[src/rtl/wb_snoop_display_scan_pkg.sv]
// Shared constants for the writeback snoop display:
// glyph table, special glyphs, digit count, register indices.
package wb_snoop_display_scan_pkg;

  localparam int NUM_DIGITS = 6;

  localparam logic [6:0] SEG_DASH  = 7'h40;
  localparam logic [6:0] SEG_BLANK = 7'h00;

  // Element i is the {g,f,e,d,c,b,a} glyph of hex digit i.
  localparam logic [15:0][6:0] SEG_GLYPH = {
    7'h71, 7'h79, 7'h5E, 7'h39,
    7'h7C, 7'h77, 7'h6F, 7'h7F,
    7'h07, 7'h7D, 7'h6D, 7'h66,
    7'h4F, 7'h5B, 7'h06, 7'h3F
  };

  localparam logic [4:0] REG_T0 = 5'd8;
  localparam logic [4:0] REG_T1 = 5'd9;
  localparam logic [4:0] REG_T2 = 5'd10;
  localparam logic [4:0] REG_S0 = 5'd16;
  localparam logic [4:0] REG_S1 = 5'd17;
  localparam logic [4:0] REG_S2 = 5'd18;
  localparam logic [4:0] REG_S3 = 5'd19;
  localparam logic [4:0] REG_S4 = 5'd20;

endpackage

[src/rtl/wb_snoop_display_scan_decode.sv]
// hex_seg7_decode: combinational nibble -> segment glyph.
// Ports: nibble_i (4b hex digit), seg_o (7b {g,f,e,d,c,b,a}).
module hex_seg7_decode
  import wb_snoop_display_scan_pkg::*;
(
  input  logic [3:0] nibble_i,
  output logic [6:0] seg_o
);

  assign seg_o = SEG_GLYPH[nibble_i];

endmodule

[src/rtl/wb_snoop_display_scan.sv]
// Snoops the writeback port, captures one register, scans it onto a
// 6-digit muxed 7-seg display. Ports: clk/reset, writeback bundle,
// freeze/blank_lz controls, seg/digit_sel display, capture status.
module wb_snoop_display_scan
  import wb_snoop_display_scan_pkg::*;
#(
  parameter logic [4:0] WATCH_REG = REG_S1,
  parameter int         SCAN_DIV  = 50000
) (
  input  logic        clk,
  input  logic        reset,
  input  logic        reg_write,
  input  logic [4:0]  write_reg,
  input  logic [31:0] write_data,
  input  logic        freeze,
  input  logic        blank_lz,
  output logic [6:0]  seg,
  output logic [5:0]  digit_sel,
  output logic [23:0] captured,
  output logic        capture_valid,
  output logic [7:0]  update_count
);

  localparam int DW = (SCAN_DIV > 1) ? $clog2(SCAN_DIV) : 1;
  localparam logic [DW-1:0] DIV_LAST = DW'(SCAN_DIV - 1);
  localparam logic [2:0] IDX_LAST = 3'(NUM_DIGITS - 1);

  logic [DW-1:0] div_cnt_q, div_cnt_d;
  logic [2:0]    digit_idx_q, digit_idx_d;
  logic [23:0]   cap_q, cap_d;
  logic          valid_q, valid_d;
  logic [7:0]    cnt_q, cnt_d;
  logic [6:0]    seg_q, seg_d;
  logic [5:0]    sel_q, sel_d;

  logic          tick;
  logic          hit;
  logic [23:0]   hi;
  logic [6:0]    glyph;

  assign tick = (div_cnt_q == DIV_LAST);
  assign hit  = reg_write & (write_reg == WATCH_REG)
              & (WATCH_REG != 5'd0) & ~freeze;

  // Nibbles k..5 of the held value; zero means leading zeros.
  assign hi = cap_q >> {digit_idx_q, 2'b00};

  hex_seg7_decode u_dec (
    .nibble_i (hi[3:0]),
    .seg_o    (glyph)
  );

  always_comb begin
    div_cnt_d   = tick ? '0 : div_cnt_q + 1'b1;
    digit_idx_d = digit_idx_q;
    if (tick)
      digit_idx_d = (digit_idx_q == IDX_LAST) ? 3'd0
                                              : digit_idx_q + 3'd1;
    cap_d   = cap_q;
    valid_d = valid_q;
    cnt_d   = cnt_q;
    if (hit) begin
      cap_d   = write_data[23:0];
      valid_d = 1'b1;
      cnt_d   = (cnt_q == 8'hFF) ? cnt_q : cnt_q + 8'd1;
    end
  end

  // Select and segments come from the same pre-edge state, so they
  // switch together and never mix two digits.
  always_comb begin
    sel_d = 6'b000001 << digit_idx_q;
    if (!valid_q)
      seg_d = SEG_DASH;
    else if (blank_lz && digit_idx_q != 3'd0 && hi == 24'd0)
      seg_d = SEG_BLANK;
    else
      seg_d = glyph;
  end

  always_ff @(posedge clk) begin
    if (reset) begin
      div_cnt_q   <= '0;
      digit_idx_q <= 3'd0;
      cap_q       <= 24'd0;
      valid_q     <= 1'b0;
      cnt_q       <= 8'd0;
      seg_q       <= SEG_DASH;
      sel_q       <= 6'b000001;
    end else begin
      div_cnt_q   <= div_cnt_d;
      digit_idx_q <= digit_idx_d;
      cap_q       <= cap_d;
      valid_q     <= valid_d;
      cnt_q       <= cnt_d;
      seg_q       <= seg_d;
      sel_q       <= sel_d;
    end
  end

  assign seg           = seg_q;
  assign digit_sel     = sel_q;
  assign captured      = cap_q;
  assign capture_valid = valid_q;
  assign update_count  = cnt_q;

endmodule

[config.mk]
export PLATFORM = sky130hd
export DESIGN_NAME = wb_snoop_display_scan
export DESIGN_NICKNAME = d
export VERILOG_FILES = /design/src/rtl/wb_snoop_display_scan_pkg.sv /design/src/rtl/wb_snoop_display_scan_decode.sv /design/src/rtl/wb_snoop_display_scan.sv
export SDC_FILE = /design/constraint.sdc
export NUM_CORES = 1
export LEC_CHECK = 0
export BUFFER_PORTS_ARGS = -buffer_cell sky130_fd_sc_hd__clkbuf_2
export CAP_MARGIN = 25
export CORE_ASPECT_RATIO = 0.9
export CORE_UTILIZATION = 47
export DETAILED_ROUTE_END_ITERATION = 6
export PLACE_DENSITY = 0.79
export SETUP_SLACK_MARGIN = 0.5
export SYNTH_ARGS = -nofsm -noshare
export SYNTH_HDL_FRONTEND = slang
export SYNTH_SLANG_ARGS = --single-unit
[constraint.sdc]
create_clock -name clk -period 2.4 [get_ports clk]
set_input_delay 0.48 -clock clk [delete_from_list [all_inputs] [get_ports clk]]
set_output_delay 0.48 -clock clk [all_outputs]
set_load 0.05 [all_outputs]
==> impl_metrics.env <==
export IMPL_worst_ep_required_time_ns=2.65
export IMPL_worstHoldPathType="in2reg"
export IMPL_synthToLayoutAreaGrowth_pct=27.7
export IMPL_die_height_um=79.7
export IMPL_std_cell_rows=27
export IMPL_synth_ff_latch_count=65
export IMPL_yosysUniqueCellTypes=59
export IMPL_final_max_slew_violation_count=0
export IMPL_period_needed_ns=2.16
export IMPL_global_route_wire_length_before_repair_um=11900
export IMPL_drt_wl_total_um=7410
export IMPL_hpwl_um=5130
export IMPL_netSwitchingFraction_pct=22.4
export IMPL_timing_reg2reg_worst_path_depth=8
export IMPL_worstMarginPinSlew_ns=0.612
export IMPL_cts_max_path_buffers=2
export IMPL_combinationalPowerShare_pct=3.9
export IMPL_timing_setup_critical_path_class="reg2reg"
export IMPL_drtPass1Iterations=5
export IMPL_grt_usage_pct=22.0
export IMPL_final_cells=520
export IMPL_power_switching_mw=0.468
export IMPL_powerDensity_nw_per_um2=519
export IMPL_cts_root_buf="sky130_fd_sc_hd__clkbuf_8"
export IMPL_antenna_diode_count=0
export IMPL_clkPwrFrac_pct=44.0
export IMPL_worst_ir_drop_vdd_uv=417
export IMPL_primary_ff_master_synth="sky130_fd_sc_hd__dfxtp_1"
export IMPL_cts_inserted_buffers=9
export IMPL_grt_pass1_vias=2527
export IMPL_timing_max_cap_violations=0
export IMPL_r2r_start="digit_idx_q[0]"
export IMPL_status="complete, no violations"
export IMPL_async_reset_ff_share_pct=0
export IMPL_placement_cell_area_sq_um=3680
export IMPL_detail_route_iter0_violations=138
export IMPL_core_area_sq_um=6280
export IMPL_finish_net_count=479
export IMPL_worstPathMaxFanout=5
export IMPL_final_setup_viol_count=0
export IMPL_clkLatencyLatePin_ns=0.35
export IMPL_synth_edff_count=0
export IMPL_yosys_warning_count=0
export IMPL_starting_utilization_of_the_core_area_pct=50.2
export IMPL_hold_viol_final=0
export IMPL_top_level_port_count=88
export IMPL_remaining_drc_errors=0
export IMPL_vias_per_cell=5.29
export IMPL_period_share_pct=90.0
export IMPL_grt_max_degree=27
export IMPL_power_static_leakage_nw=1.86
export IMPL_timing_hold_worst_start="write_data[1]"
export IMPL_syn_area_sq_um=3160
export IMPL_drive_above_1_share_pct=37.2
export IMPL_die_width_um=88.4
export IMPL_syn_avg_cell_area_sq_um=9.59
export IMPL_cts_sink_count=65
export IMPL_instance_count_after_placement_with_tap_cells_included=491
export IMPL_path_clk_slew_ns=0.07
export IMPL_end_kind="flip-flop"
export IMPL_max_slew_margin_rel_pct=58.8
export IMPL_grt_setup_unrepaired="true"
export IMPL_max_freq_ghz=0.463
export IMPL_internal_cell_power_mw=1.62
export IMPL_startpoint_type="flip-flop"
export IMPL_fin_tns_setup_ns=0
export IMPL_ys_seq_area_share_pct=41.2
export IMPL_wl_per_cell_um=14.3
export IMPL_final_cell_area_sq_um=4030
export IMPL_worstHoldEndpoint="captured[1]"
export IMPL_dieArea_sq_um=7050
export IMPL_setup_reg_to_reg_worst_slack_ns=0.24
export IMPL_power_sequential_fraction_pct=52.1
export IMPL_clock_tree_htree_level_count=3
export IMPL_globalRouteOverflowTotal=0
export IMPL_min_delay_path_depth=3
export IMPL_via_count=2750
export IMPL_antenna_left=0
export IMPL_port_buffer_count=79
export IMPL_worst_ep_arrival_time_ns=2.41
export IMPL_cts_tree="done"
export IMPL_syn_nets=380
export IMPL_globalplace_congestion=0.954
export IMPL_synthCells=329
export IMPL_regToRegEndpoint="seg[1]"
export IMPL_grt_antenna_before_repair=0
export IMPL_final_setup_skew_ns=0.00990
==> worst max path at each step <==
stage                               from      to  slack (ns)  cells past startpoint
after CTS                 digit_idx_q[0]  seg[1]        0.29                      9
after floorplan           digit_idx_q[0]  seg[3]        0.18                      7
after global placement    digit_idx_q[0]  seg[5]        0.16                     10
final                     digit_idx_q[0]  seg[1]        0.24                      8
after detailed placement  digit_idx_q[0]  seg[5]        0.15                     10
after global routing      digit_idx_q[0]  seg[4]        0.10                      9
==> power groups by stage <==
stage / Clock, mW / Combinational [mW] / Sequential [mW]
finish: 0.918 / 0.0818 / 1.09
global route: 0.991 / 0.0901 / 1.09
CTS: 0.932 / 0.0816 / 1.09
detailed placement: 0 / 0.0789 / 1.12
global placement: 0 / 0.0769 / 1.11
floorplan: 0 / 0.0389 / 1.12
==> sequential cells by signal, summed over array words and instances (netlist names) <==
name,cells
captured,24
div_cnt_q,16
update_count,8
seg,7
digit_sel,6
digit_idx_q,3
capture_valid,1
==> layout make-up <==
type	count	area, sq um
clock buffers	10	138
clock inverters	6	57.6
fillers	544	2250
inverters	10	37.5
multi-input cells	239	1790
flip-flops and latches	65	1310
well taps	87	109
repair buffers	103	592
==> layout by cell type (no fill, tap or decap), types with 6 or more instances in the layout <==
cell type / instances
sky130_fd_sc_hd__clkbuf_2: 79
sky130_fd_sc_hd__nor2_1: 60
sky130_fd_sc_hd__dfxtp_1: 60
sky130_fd_sc_hd__mux2i_1: 28
sky130_fd_sc_hd__buf_4: 22
sky130_fd_sc_hd__xnor2_1: 15
sky130_fd_sc_hd__nand2_1: 14
sky130_fd_sc_hd__nor4_1: 11
sky130_fd_sc_hd__nand3_1: 11
sky130_fd_sc_hd__clkbuf_8: 10
sky130_fd_sc_hd__a21oi_1: 8
sky130_fd_sc_hd__nor3_1: 7
sky130_fd_sc_hd__inv_1: 7
sky130_fd_sc_hd__xor2_1: 6
==> cell families after synthesis <==
kind of cell,count (synthesis),share of synthesized area [%]
DFF,65,41.2
xor gates and xnor gates,21,5.83
muxes,34,12.0
AOI/OAI and AO/OA,39,10.7
buffers and inverters,25,4.64
and+or+nand+nor,136,22.0
adders and majority gates,9,3.57
==> metrics by stage <==
| stage | setup slack (ns) | util [%] | hold slack, ns | total power [mW] |
|---|---|---|---|---|
| after global routing | 0.100 | 64.1 | 0.366 | 2.17 |
| final | 0.240 | 64.1 | 0.360 | 2.09 |
| after floorplan | 0.176 | - | 0.417 | 1.16 |
| after detailed placement | 0.149 | 58.5 | 0.437 | 1.19 |
| after global placement | 0.163 | 58.5 | 0.429 | 1.19 |
| after CTS | 0.290 | 64.0 | 0.356 | 2.10 |
==> Yosys cell counts (2+ instances only) <==
master | count | area share, %
sky130_fd_sc_hd__nand4_1 | 4 | 0.79
sky130_fd_sc_hd__o21ai_0 | 6 | 0.95
sky130_fd_sc_hd__nor2_1 | 60 | 7.1
sky130_fd_sc_hd__buf_2 | 3 | 0.48
sky130_fd_sc_hd__xor2_1 | 6 | 1.7
sky130_fd_sc_hd__a31oi_1 | 2 | 0.40
sky130_fd_sc_hd__xnor2_1 | 15 | 4.2
sky130_fd_sc_hd__mux2_4 | 2 | 0.95
sky130_fd_sc_hd__nor3b_1 | 3 | 0.71
sky130_fd_sc_hd__or3_1 | 2 | 0.40
sky130_fd_sc_hd__a211o_1 | 2 | 0.56
sky130_fd_sc_hd__mux2_2 | 2 | 0.71
sky130_fd_sc_hd__a2111oi_2 | 3 | 1.4
sky130_fd_sc_hd__or4_1 | 3 | 0.71
sky130_fd_sc_hd__nand2b_1 | 3 | 0.59
sky130_fd_sc_hd__clkbuf_1 | 5 | 0.59
sky130_fd_sc_hd__buf_6 | 6 | 2.1
sky130_fd_sc_hd__nand3_1 | 12 | 1.9
sky130_fd_sc_hd__nand2_1 | 15 | 1.8
sky130_fd_sc_hd__inv_1 | 9 | 1.1
sky130_fd_sc_hd__a21oi_1 | 10 | 1.6
sky130_fd_sc_hd__mux2i_1 | 28 | 8.9
sky130_fd_sc_hd__dfxtp_1 | 65 | 41
sky130_fd_sc_hd__nor3_1 | 8 | 1.3
sky130_fd_sc_hd__ha_1 | 9 | 3.6
sky130_fd_sc_hd__mux4_2 | 2 | 1.4
sky130_fd_sc_hd__nor4_1 | 11 | 2.2
sky130_fd_sc_hd__o21ai_1 | 2 | 0.32
==> routing by layer <==
metal | wire [um] | global-route usage (%) | vias up
met3 | 520 | 5.89 | 6
met2 | 3430 | 36.0 | 114
met1 | 3380 | 28.4 | 1260
li1 | - | - | 1370
met4 | 82 | 6.45 | 0
met5 | 0 | 0 | -
==> repair_timing <==
item | in CTS | in global routing
resized for setup | 14 | 1
pin swaps | 7 | 0
setup endpoints to repair | 23 | 23
setup buffers | 12 | 1
hold buffers | 0 | 0
==> critical path: stages, from the launching register on <==
cell and delay, ns:
sky130_fd_sc_hd__dfxtp_4 0.39, sky130_fd_sc_hd__mux4_2 0.54, sky130_fd_sc_hd__a22oi_2 0.17, sky130_fd_sc_hd__buf_4 0.14
sky130_fd_sc_hd__buf_4 0.13, sky130_fd_sc_hd__ha_4 0.20, sky130_fd_sc_hd__nand3_2 0.07, sky130_fd_sc_hd__o21ai_2 0.07
sky130_fd_sc_hd__a2111oi_2 0.33
Note: power is estimated with default switching activity, not from simulation.
